[config.mk]
export PLATFORM = sky130hd
export DESIGN_NAME = seq_right_shifter
export DESIGN_NICKNAME = d
export VERILOG_FILES = /design/src/rtl/seq_right_shifter.sv
export SDC_FILE = /design/constraint.sdc
export NUM_CORES = 1
export LEC_CHECK = 0
export CORE_UTILIZATION = 30
export CTS_CLUSTER_DIAMETER = 200
export DETAILED_ROUTE_END_ITERATION = 10
export GPL_ROUTABILITY_DRIVEN = 0
export PLACE_DENSITY = 0.54
export SLEW_MARGIN = 20
export SYNTH_ARGS = -nofsm -noshare
export SYNTH_HDL_FRONTEND = slang
export SYNTH_SLANG_ARGS = --single-unit
[constraint.sdc]
create_clock -name clk -period 3.8 [get_ports clk]
set_clock_uncertainty 0.2 [all_clocks]
set_input_delay 1.14 -clock clk [delete_from_list [all_inputs] [get_ports clk]]
set_output_delay 1.14 -clock clk [all_outputs]
set_load 0.02 [all_outputs]
[src/rtl/seq_right_shifter.sv]
// seq_right_shifter: iterative right shifter (SRL/SRA, optional ROR), one bit
// position per clock, with a start/busy/done handshake for the EX-stage shift path.
// Optional feature macro: SHIFTER_ROTATE_EN (op=10 rotates right; otherwise SRL).
module seq_right_shifter #(
  parameter int unsigned WIDTH   = 32,
  parameter int unsigned SHAMT_W = 5
) (
  input  logic               clk,
  input  logic               rst,
  input  logic               start,
  input  logic [1:0]         op,
  input  logic [WIDTH-1:0]   data_in,
  input  logic [SHAMT_W-1:0] shamt,
  output logic               busy,
  output logic               done,
  output logic [WIDTH-1:0]   result
);

  localparam logic [1:0] OP_SRA = 2'b01;
`ifdef SHIFTER_ROTATE_EN
  localparam logic [1:0] OP_ROR = 2'b10;
`endif

  typedef enum logic [1:0] {
    S_IDLE  = 2'b00,
    S_SHIFT = 2'b01,
    S_DONE  = 2'b10
  } state_t;

  state_t             state, state_n;
  logic [WIDTH-1:0]   work, work_n;
  logic [WIDTH-1:0]   result_n;
  logic [WIDTH-1:0]   shifted;
  logic [SHAMT_W-1:0] count, count_n;
  logic [1:0]         op_q, op_n;
  logic               fill;

  // One-bit right shift of the working register with op-dependent fill bit
  always_comb begin
    fill = 1'b0;
    if (op_q == OP_SRA) fill = work[WIDTH-1];
`ifdef SHIFTER_ROTATE_EN
    if (op_q == OP_ROR) fill = work[0];
`endif
    shifted = (work >> 1) | {fill, {(WIDTH-1){1'b0}}};
  end

  // Next-state and datapath update; IDLE and DONE accept a new request identically
  always_comb begin
    state_n  = state;
    work_n   = work;
    count_n  = count;
    op_n     = op_q;
    result_n = result;
    case (state)
      S_IDLE, S_DONE: begin
        if (state == S_DONE) state_n = S_IDLE;
        if (start) begin
          if (shamt != '0) begin
            work_n  = data_in;
            op_n    = op;
            count_n = shamt;
            state_n = S_SHIFT;
          end else begin
            result_n = data_in;
            state_n  = S_DONE;
          end
        end
      end
      S_SHIFT: begin
        work_n  = shifted;
        count_n = count - SHAMT_W'(1);
        if (count == SHAMT_W'(1)) begin
          result_n = shifted;
          state_n  = S_DONE;
        end
      end
      default: state_n = S_IDLE;
    endcase
  end

  // State, datapath and registered handshake outputs; reset drops any operation
  always_ff @(posedge clk or posedge rst) begin
    if (rst) begin
      state  <= S_IDLE;
      work   <= '0;
      count  <= '0;
      op_q   <= '0;
      result <= '0;
      busy   <= 1'b0;
      done   <= 1'b0;
    end else begin
      state  <= state_n;
      work   <= work_n;
      count  <= count_n;
      op_q   <= op_n;
      result <= result_n;
      busy   <= (state_n == S_SHIFT);
      done   <= (state_n == S_DONE);
    end
  end

endmodule
==> results_tabular.tex, run 1 <==
\begin{tabular}{lr}
\hline
Metric & Value \\
\hline
\multicolumn{2}{l}{\textbf{Clock network}} \\
\quad Number of instances resized during post-cts repair & 0 \\
\quad Root Buffer Master & clkbuf\_16 \\
\quad Source-to-sink clock delay at the later pin of the worst-skew pair & 0.32 ns \\
\quad Clk pin slew, worst setup/hold paths & 0.06 ns \\
\quad Sinks on Clock Net & 74 \\
\quad Number of levels the H-tree was split into & 3 \\
\quad Maximum clock path buffer count & 2 \\
\quad Hold buffer count at CTS & 0 \\
\quad TritonCTS clock tree & done \\
\quad CTS Buf Count & 9 \\
\quad Setup Buffers After CTS & 0 \\
\multicolumn{2}{l}{\textbf{Floorplanning}} \\
\quad Area of the die & 12000 µm² \\
\quad Die Span Y & 109 µm \\
\quad Placement Rows & 38 \\
\quad Die Width & 109 µm \\
\quad Starting density of the core & 31.3\% \\
\quad Core outline area & 11000 µm² \\
\quad Top Ports & 76 \\
\multicolumn{2}{l}{\textbf{Pwr}} \\
\quad Largest vdd supply drop & 0.381 mV \\
\quad Cell Pwr Density & 913 nW/µm² \\
\quad Cell leakage power & 1.81 nW \\
\multicolumn{2}{l}{\textbf{GRT}} \\
\quad Largest net degree at the start of global routing & 66 \\
\quad Grt met2 use & 22.5\% \\
\quad First-pass GRT wire length & 12900 µm \\
\quad Via count of the first global-routing pass & 2582 \\
\quad Number of antenna violations at the first check in global routing & 0 \\
\quad Met1 track demand over resource & 18.7\% \\
\quad GRT Overall Usage & 14.0\% \\
\quad Routing layer with the top usage in global route & met2 \\
\quad GRT overflow & 0 \\
\quad Met3 GRT Util & 3.44\% \\
\multicolumn{2}{l}{\textbf{STA}} \\
\quad Final critical-path share of the clock period & 83.3\% \\
\quad Minimum clock period & 3.17 ns \\
\quad Highest Clock Rate & 316 MHz \\
\quad RSZ-0062 raised after global routing & false \\
\quad Final-report max-slew violation count & 0 \\
\quad Final hold violation count & 0 \\
\quad Worst-case setup margin in the final layout & 0.633 ns \\
\quad Slew at the pin closest to its max-slew limit & 0.872 ns \\
\quad Relative slew margins & 41.8\% \\
\quad Post-route setup TNS & 0 ns \\
\quad \# setup viols final & 0 \\
\multicolumn{2}{l}{\textbf{Layout}} \\
\quad Multi-input gate area in the final layout & 1410 µm² \\
\quad Layout cells sized above 1 & 20.0\% \\
\quad Commonest non-fill, non-tap cell in the layout & clkdlybuf4s50\_1 \\
\quad Highest-count cells in the layout ignoring fill and taps & 75 x clkdlybuf4s50\_1, 74 x dfrtp\_1, 47 x a21oi\_1 \\
\quad \# fillers & 1131 \\
\quad Antenna Diode Count & 0 \\
\quad Post-synthesis to final-layout area growth & 32.1\% \\
\quad Layout net count & 414 \\
\quad Sequential cell area & 1850 µm² \\
\quad Count of placed standard cells in the final layout, fillers left out & 515 \\
\multicolumn{2}{l}{\textbf{Placement}} \\
\quad Port-buffer cells & 75 \\
\quad Worst-case setup slack after placement & 0.319 ns \\
\quad Total half-perimeter wirelength after legalization and detailed placement & 5070 µm \\
\quad Placed Cells incl. Taps & 499 \\
\multicolumn{2}{l}{\textbf{Critical path}} \\
\quad Critical path required time & 3.83 ns \\
\quad Worst stage delay on the critical path & 0.61 ns \\
\quad Worst path arrival time & 3.20 ns \\
\quad Worst setup path class & in2reg \\
\quad Critical Path Fanout Max & 31 \\
\quad Register-to-Register Path Depth & 3 \\
\quad Element type at the critical path end & flop \\
\quad Total buffers and inverters traversed by the critical path & 1 \\
\quad Crit start category & input pin \\
\quad Crit-path slowest cell & or4\_4 \\
\quad Cell-by-cell trace of the critical path & clkdlybuf4s50\_1, or4\_4, o21ai\_4, nand2\_2, a21oi\_1 \\
\quad Gate family responsible for the most delay along the worst path & simple AND/OR/NAND/NOR gates \\
\quad Critical Path Stages & 5 \\
\multicolumn{2}{l}{\textbf{Yosys}} \\
\quad Share of Yosys cell area claimed by the top area cell type & 53.6\% \\
\quad Mean cell area of the mapped netlist & 11.5 µm² \\
\quad Sequential cell area fraction in the yosys report & 53.6\% \\
\quad Distinct cells, synth & 36 \\
\quad Top cells by area, synth & dfrtp\_1 54\%, mux2i\_1 8.7\%, nor3\_2 8.1\%, a21oi\_1 6.8\%, a21oi\_2 4.3\% \\
\quad Cell type contributing the most total cell area after synthesis & dfrtp\_1 \\
\quad Mapped Nets & 345 \\
\quad Number of synthesized flops with an enable pin & 0 \\
\quad Cells after Synth & 301 \\
\quad Yosys Warn Count & 0 \\
\quad Top flip-flop cell by instance count after synthesis & dfrtp\_1 \\
\quad Cell area after synthesis & 3460 µm² \\
\quad Async set or reset register ratio after synthesis & 100\% \\
\quad Post-synthesis sequential element count & 74 \\
\multicolumn{2}{l}{\textbf{Hold path}} \\
\quad Path category of the worst min-delay check & reg2reg \\
\quad Number of cells traversed by the worst hold path & 2 \\
\multicolumn{2}{l}{\textbf{Drt}} \\
\quad Antenna Nets Post-Route & 0 \\
\quad Number of detailed-routing iterations run before antenna repair & 4 \\
\quad Routed length per placed instance & 14.9 µm \\
\quad Vias after detailed routing & 2439 \\
\quad Vias per std cell & 4.74 \\
\quad Starting DRC count in detailed routing & 95 \\
\quad Post-Route WL & 7660 µm \\
\quad Drt drc & 0 \\
\multicolumn{2}{l}{\textbf{Outcome}} \\
\quad Status & complete, no violations \\
\multicolumn{2}{l}{\textbf{Job}} \\
\quad Maxcap violations & 0 \\
\hline
\end{tabular}
-- worst register-to-register path: cells and delay by family, from the launching register on --
family,cells,cell delay [ns]
compound gates,1,0.34
flops,1,0.38
simple gates,2,1.36
-- worst paths after layout --
kind	startpoint	end	slack, ns
min in group asynchronous	rst	result[7]$_DFFE_PP0P_	1.01
min reg2reg	op_q[1]$_DFFE_PP0P_	op_q[1]$_DFFE_PP0P_	0.27
max reg2reg	state[1]$_DFF_PP0_	work[19]$_DFFE_PP0P_	1.43
max	shamt[3]	work[19]$_DFFE_PP0P_	0.63
max in group asynchronous	rst	work[1]$_DFFE_PP0P_	1.75
min	op_q[1]$_DFFE_PP0P_	op_q[1]$_DFFE_PP0P_	0.27
-- synth_stat cells, types with 2 or more instances --
cell,count
a211oi_1,2
a21oi_1,47
a21oi_2,17
a221o_1,2
a2bb2oi_1,2
buf_1,3
buf_2,5
buf_6,10
buf_8,2
clkbuf_1,3
dfrtp_1,74
ha_1,2
inv_1,3
mux2i_1,30
nand2_1,11
nor2_1,36
nor2b_1,2
nor3_1,4
nor3_2,28
xnor2_1,2
-- area by class of cell --
cell class / count / share of cell area (%)
inverter: 3 / 0.274
sequential: 74 / 40.6
clock buffer: 14 / 6.00
multi-input combinational: 200 / 31.0
tap: 140 / 3.84
timing repair buffer: 82 / 18.1
clock inverter: 2 / 0.219
-- routing by layer --
metal,share of wire (%),up-vias
met4,1.2,0
met1,47,1190
li1,-,1195
met2,47,45
met5,0,-
met3,4.1,9
-- where the power goes --
part           switching, mW  internal (mW)  leakage [nW]
Combinational           1.07          0.866         0.835
Clock                  0.300          0.494         0.143
Sequential             0.251           1.19         0.835
Total                   1.62           2.55          1.81
-- through the flow --
stage	hold WS (ns)	util (%)	cell area [µm²]	power (mW)
after floorplan	0.245	-	3460	2.79
after global placement	0.268	38.8	4280	3.38
after detailed placement	0.264	38.8	4280	3.42
after CTS	0.277	41.4	4570	4.24
after global routing	0.323	41.4	4570	4.49
final	0.272	41.4	4570	4.17
-- sequential cells by signal, indices dropped and copies added, names as in the netlist --
name / cells
result: 32
work: 31
count: 5
op_q: 2
state: 2
busy: 1
done: 1
-- logic make-up (layout without fill, tap and decap cells) --
group                      Yosys count  count (layout)  share of synthesized area (%)
DFF                                 74              74                           53.6
adders and majority gates            2               2                          0.724
AOI/OAI and AO/OA                   78              78                           14.7
and+or+nand+nor                     88              88                           15.7
muxes                               30              30                           8.69
xor gates and xnor gates             2               2                          0.507
buffers and inverters               27             101                           6.05
Note: power is estimated with default switching activity, not from simulation.
==> inputs of run 2 (changes only) <==
Clock period 3.8 ns to 3 ns, I/O delays scaled along.
==> results_tabular.tex, run 2 (same netlist as run 1, synthesis figures left out) <==
\begin{tabular}{lr}
\hline
Metric & Value \\
\hline
\multicolumn{2}{l}{\textbf{Job}} \\
\quad Maxcap violations & 0 \\
\multicolumn{2}{l}{\textbf{Placement}} \\
\quad Placed Cells incl. Taps & 507 \\
\quad Total half-perimeter wirelength after legalization and detailed placement & 5420 µm \\
\quad Area after detailed placement & 4390 µm² \\
\quad Port-buffer cells & 75 \\
\multicolumn{2}{l}{\textbf{Drt}} \\
\quad Antenna Nets Post-Route & 0 \\
\quad Vias per std cell & 4.73 \\
\quad Vias after detailed routing & 2472 \\
\quad Post-Route WL & 7840 µm \\
\quad Drt drc & 0 \\
\quad Routed length per placed instance & 15.0 µm \\
\quad Number of detailed-routing iterations run before antenna repair & 4 \\
\quad Starting DRC count in detailed routing & 58 \\
\multicolumn{2}{l}{\textbf{Layout}} \\
\quad Antenna Diode Count & 0 \\
\quad Post-synthesis to final-layout area growth & 35.7\% \\
\quad Biggest register & result \\
\quad Layout cells sized above 1 & 21.4\% \\
\quad Max FFs per register & 32 \\
\quad Summed area of non-filler cells in the final layout & 4690 µm² \\
\quad Layout net count & 422 \\
\quad Post-layout utilization of the core & 42.5\% \\
\quad Commonest non-fill, non-tap cell in the layout & clkdlybuf4s50\_1 \\
\quad Highest-count cells in the layout ignoring fill and taps & 75 x clkdlybuf4s50\_1, 74 x dfrtp\_1, 47 x a21oi\_1 \\
\quad Count of placed standard cells in the final layout, fillers left out & 523 \\
\quad Biggest registers after layout & result (32), work (31), count (5) \\
\quad \# fillers & 1108 \\
\multicolumn{2}{l}{\textbf{Clock network}} \\
\quad TritonCTS clock tree & done \\
\quad Maximum clock path buffer count & 2 \\
\quad Sinks on Clock Net & 74 \\
\quad Number of instances resized during post-cts repair & 0 \\
\quad Hold buffer count at CTS & 0 \\
\quad Root Buffer Master & clkbuf\_16 \\
\quad Clk pin slew, worst setup/hold paths & 0.06 ns \\
\quad Number of levels the H-tree was split into & 3 \\
\quad CTS Buf Count & 9 \\
\quad Source-to-sink clock delay at the later pin of the worst-skew pair & 0.32 ns \\
\quad Setup Buffers After CTS & 0 \\
\multicolumn{2}{l}{\textbf{Hold path}} \\
\quad Path category of the worst min-delay check & reg2reg \\
\quad Number of cells traversed by the worst hold path & 2 \\
\quad Start point of the worst min-delay path & op\_q[1]\$\_DFFE\_PP0P\_ \\
\multicolumn{2}{l}{\textbf{Floorplanning}} \\
\quad Top Ports & 76 \\
\quad Core outline area & 11000 µm² \\
\quad Die Span Y & 109 µm \\
\quad Area of the die & 12000 µm² \\
\quad Starting density of the core & 31.3\% \\
\quad Placement Rows & 38 \\
\quad Die Width & 109 µm \\
\multicolumn{2}{l}{\textbf{Critical path}} \\
\quad Critical Path Stages & 6 \\
\quad Crit-path slowest cell & or4\_4 \\
\quad Element type at the critical path end & flop \\
\quad Startpoint of the worst setup timing path & shamt[3] \\
\quad Register-to-Register Path Depth & 7 \\
\quad Worst setup path class & in2reg \\
\quad Worst path arrival time & 2.68 ns \\
\quad Total buffers and inverters traversed by the critical path & 2 \\
\quad Critical Path Fanout Max & 43 \\
\quad Critical path required time & 3.05 ns \\
\quad Cell-by-cell trace of the critical path & clkdlybuf4s50\_1, or4\_4, o22ai\_4, buf\_12, nor2\_1, a21oi\_1 \\
\quad Gate family responsible for the most delay along the worst path & buffers and inverters \\
\quad Worst stage delay on the critical path & 0.61 ns \\
\quad FF-to-FF Start & count[1]\$\_DFFE\_PP0P\_ \\
\quad Crit start category & input pin \\
\multicolumn{2}{l}{\textbf{STA}} \\
\quad RSZ-0062 raised after global routing & false \\
\quad Slew at the pin closest to its max-slew limit & 0.505 ns \\
\quad Final-report max-slew violation count & 0 \\
\quad Highest Clock Rate & 380 MHz \\
\quad Minimum clock period & 2.63 ns \\
\quad \# setup viols final & 0 \\
\quad Final critical-path share of the clock period & 87.7\% \\
\quad Final hold violation count & 0 \\
\quad Relative slew margins & 66.3\% \\
\quad Post-route setup TNS & 0 ns \\
\multicolumn{2}{l}{\textbf{Pwr}} \\
\quad Largest vdd supply drop & 0.457 mV \\
\quad Cell Pwr Density & 1160 nW/µm² \\
\quad Total power after layout & 5.44 mW \\
\quad Cell leakage power & 1.87 nW \\
\multicolumn{2}{l}{\textbf{GRT}} \\
\quad Largest net degree at the start of global routing & 44 \\
\quad First-pass GRT wire length & 12700 µm \\
\quad Number of antenna violations at the first check in global routing & 0 \\
\quad GRT overflow & 0 \\
\quad Via count of the first global-routing pass & 2493 \\
\quad GRT Overall Usage & 14.1\% \\
\multicolumn{2}{l}{\textbf{Outcome}} \\
\quad Status & complete, no violations \\
\hline
\end{tabular}
==> run 2: final cells by class <==
class                      count  area, µm²  share of cell area (%)
multi-input combinational    200       1410                    30.1
sequential                    74       1850                    39.5
clock buffer                  14        264                    5.63
clock inverter                 2       35.0                   0.747
inverter                       3       12.5                   0.267
tap                          140        175                    3.73
timing repair buffer          90        938                    20.0
==> run 2: routing by layer <==
metal  part of all wire [%]  vias up  GRT usage (%)
met1                     48     1205           19.3
met2                     47       56           21.9
met4                   0.79        0           3.71
met3                    4.4        5           3.73
li1                       -     1206              -
met5                      0        -              0
==> run 2: per-stage QoR <==
stage | setup WS, ns | hold slack, ns
2_1_floorplan | 0.0184 | 0.245
5_1_grt | 0.269 | 0.319
4_1_cts | 0.373 | 0.282
3_5_place_dp | 0.0458 | 0.267
3_3_place_gp | 0.0288 | 0.267
6_report | 0.368 | 0.284
==> run 2: path summary, 6_finish.rpt <==
check	to	slack, ns
max in group asynchronous	result[22]$_DFFE_PP0P_	1.39
setup / recovery	result[11]$_DFFE_PP0P_	0.37
hold reg to reg	op_q[1]$_DFFE_PP0P_	0.28
min in group asynchronous	work[6]$_DFFE_PP0P_	0.68
setup reg to reg	result[11]$_DFFE_PP0P_	0.91
hold / removal	op_q[1]$_DFFE_PP0P_	0.28
==> run 2: tightest hold or removal path, cell delays in order (launching register included) <==
cell,delay [ns]
dfrtp_1,0.34
nand2_1,0.06
nand2_1,0.05
==> run 2: power by group <==
| part | total (mW) | leakage [nW] | internal [mW] | switching (mW) |
|---|---|---|---|---|
| Sequential | 1.83 | 0.835 | 1.51 | 0.320 |
| Clock | 1.08 | 0.147 | 0.689 | 0.387 |
| Combinational | 2.54 | 0.888 | 1.17 | 1.38 |
| Total | 5.44 | 1.87 | 3.36 | 2.08 |
==> inputs of run 3 (changes only) <==
Settings changed: CORE_MARGIN set to 10.
==> results_tabular.tex, run 3 (same netlist as run 1, synthesis figures left out) <==
\begin{tabular}{lr}
\hline
Metric & Value \\
\hline
\multicolumn{2}{l}{\textbf{STA}} \\
\quad Worst-case setup margin in the final layout & 0.356 ns \\
\quad RSZ-0062 raised after global routing & false \\
\quad Final-report max-slew violation count & 0 \\
\quad Final critical-path share of the clock period & 88.1\% \\
\quad Minimum clock period & 2.64 ns \\
\quad Slew at the pin closest to its max-slew limit & 0.362 ns \\
\quad Relative slew margins & 75.8\% \\
\quad Highest Clock Rate & 378 MHz \\
\quad \# setup viols final & 0 \\
\quad Final hold violation count & 0 \\
\quad Post-route setup TNS & 0 ns \\
\quad Worst Hold Margin & 0.283 ns \\
\multicolumn{2}{l}{\textbf{Layout}} \\
\quad Layout net count & 420 \\
\quad Max FFs per register & 32 \\
\quad Post-synthesis to final-layout area growth & 35.8\% \\
\quad Biggest registers after layout & result (32), work (31), count (5) \\
\quad Count of placed standard cells in the final layout, fillers left out & 524 \\
\quad Highest-count cells in the layout ignoring fill and taps & 75 x clkdlybuf4s50\_1, 74 x dfrtp\_1, 47 x a21oi\_1 \\
\quad Layout cells sized above 1 & 21.8\% \\
\quad Biggest register & result \\
\quad Commonest non-fill, non-tap cell in the layout & clkdlybuf4s50\_1 \\
\quad \# fillers & 1142 \\
\quad Antenna Diode Count & 0 \\
\multicolumn{2}{l}{\textbf{Critical path}} \\
\quad Setup slack of the most critical reg-to-reg path & 0.89 ns \\
\quad Register-to-Register Path Depth & 7 \\
\quad FF-to-FF Start & count[1]\$\_DFFE\_PP0P\_ \\
\quad Worst setup path class & in2reg \\
\quad Crit start category & input pin \\
\quad Reg-to-reg endpoint & result[9]\$\_DFFE\_PP0P\_ \\
\quad Critical Path Fanout Max & 42 \\
\quad Element type at the critical path end & flop \\
\quad Worst path arrival time & 2.69 ns \\
\quad Critical path required time & 3.05 ns \\
\multicolumn{2}{l}{\textbf{Placement}} \\
\quad Placed Cells incl. Taps & 508 \\
\quad Port-buffer cells & 75 \\
\quad Worst-case setup slack after placement & 0.0142 ns \\
\quad Total half-perimeter wirelength after legalization and detailed placement & 5890 µm \\
\multicolumn{2}{l}{\textbf{Hold path}} \\
\quad Number of cells traversed by the worst hold path & 2 \\
\quad Path category of the worst min-delay check & reg2reg \\
\quad Sink of the worst hold path & op\_q[0]\$\_DFFE\_PP0P\_ \\
\quad Start point of the worst min-delay path & op\_q[0]\$\_DFFE\_PP0P\_ \\
\multicolumn{2}{l}{\textbf{Drt}} \\
\quad Uppermost metal layer occupied by signal nets & met4 \\
\quad Starting DRC count in detailed routing & 132 \\
\quad Vias after detailed routing & 2454 \\
\quad Number of detailed-routing iterations run before antenna repair & 4 \\
\quad Antenna Nets Post-Route & 0 \\
\quad Wire length on met1 & 3970 µm \\
\quad Met2 routed wirelength & 3930 µm \\
\quad Routed met3 length & 503 µm \\
\quad Vias per std cell & 4.68 \\
\quad Post-Route WL & 8490 µm \\
\quad Routed length per placed instance & 16.2 µm \\
\quad Drt drc & 0 \\
\multicolumn{2}{l}{\textbf{Pwr}} \\
\quad Switching power summed over all nets & 2.14 mW \\
\quad Logic pwr share & 46.4\% \\
\quad Switching part of the total & 38.8\% \\
\quad Proportion of power drawn by the clock network & 20.4\% \\
\quad Portion of total power attributed to sequential cells & 33.2\% \\
\quad Cell Pwr Density & 1170 nW/µm² \\
\quad Total power after layout & 5.50 mW \\
\quad Largest vdd supply drop & 0.406 mV \\
\quad Cell Int Power & 3.37 mW \\
\quad Cell leakage power & 1.86 nW \\
\multicolumn{2}{l}{\textbf{GRT}} \\
\quad First-pass GRT wire length & 14300 µm \\
\quad Number of antenna violations at the first check in global routing & 0 \\
\quad GRT Overall Usage & 10.8\% \\
\quad Via count of the first global-routing pass & 2699 \\
\quad Largest net degree at the start of global routing & 43 \\
\quad GRT overflow & 0 \\
\multicolumn{2}{l}{\textbf{Job}} \\
\quad Maxcap violations & 0 \\
\multicolumn{2}{l}{\textbf{Floorplanning}} \\
\quad Top Ports & 76 \\
\quad Placement Rows & 39 \\
\quad Area of the die & 16200 µm² \\
\quad Core outline area & 11400 µm² \\
\quad Die Width & 127 µm \\
\quad Die Span Y & 127 µm \\
\quad Starting density of the core & 30.4\% \\
\multicolumn{2}{l}{\textbf{Clock network}} \\
\quad Number of instances resized during post-cts repair & 0 \\
\quad Hold buffer count at CTS & 0 \\
\quad Root Buffer Master & clkbuf\_16 \\
\quad Source-to-sink clock delay at the later pin of the worst-skew pair & 0.33 ns \\
\quad CTS Buf Count & 9 \\
\quad Sinks on Clock Net & 74 \\
\quad Maximum clock path buffer count & 2 \\
\quad Number of levels the H-tree was split into & 3 \\
\quad Clk pin slew, worst setup/hold paths & 0.06 ns \\
\quad TritonCTS clock tree & done \\
\quad Setup Buffers After CTS & 0 \\
\multicolumn{2}{l}{\textbf{Outcome}} \\
\quad Status & complete, no violations \\
\hline
\end{tabular}
==> run 3: cell count changes in the layout (fill, tap and decap cells not counted) <==
cell	delta
buf_4	-2
clkbuf_1	-3
inv_6	+1
clkinv_2	-1
clkinvlp_4	+3
==> run 3: area by class of cell <==
cell class                      instances  area, µm²  area share (%)
Clock buffer                           11        253            5.38
Clock inverter                          5       61.3            1.31
Inverter                                3       12.5           0.267
Multi-Input combinational cell        200       1410            30.1
Sequential cell                        74       1850            39.4
Tap cell                              143        179            3.81
Timing Repair Buffer                   88        923            19.7
==> run 3: how the worst max path moves through the flow <==
stage | to | start | depth (start not counted) | slack, ns
floorplan | busy$_DFF_PP0_ | rst | 1 | 0.02
global placement | result[0]$_DFFE_PP0P_ | shamt[3] | 6 | 0.04
detailed placement | result[9]$_DFFE_PP0P_ | shamt[3] | 6 | 0.01
CTS | result[9]$_DFFE_PP0P_ | shamt[3] | 6 | 0.35
global route | result[7]$_DFFE_PP0P_ | shamt[3] | 6 | 0.27
finish | result[9]$_DFFE_PP0P_ | shamt[3] | 6 | 0.36
==> run 3: power groups by stage <==
stage               sequential [mW]  combinational, mW  clock (mW)
floorplan                      2.06               1.47           0
global placement               1.83               2.56           0
detailed placement             1.84               2.60           0
CTS                            1.83               2.61        1.15
global route                   1.90               2.81        1.19
finish                         1.83               2.55        1.12
==> run 3: routing by layer <==
layer,vias up,GRT usage (%)
li1,1210,-
met1,1185,13.8
met2,52,16.7
met3,7,3.35
met4,0,3.82
met5,-,0
==> run 3: worst max-delay path, stage by stage <==
cell and delay [ns]:
clkdlybuf4s50_1 0.45, or4_4 0.61, o22ai_4 0.26, buf_12 0.24, nor2_1 0.06, a21oi_1 0.13
==> run 3: stage by stage <==
step | instance area [µm²] | util (%)
CTS | 4690 | 41.3
finish | 4690 | 41.3
floorplan | 3460 | -
detailed placement | 4380 | 38.5
global route | 4690 | 41.3
global placement | 4380 | 38.5
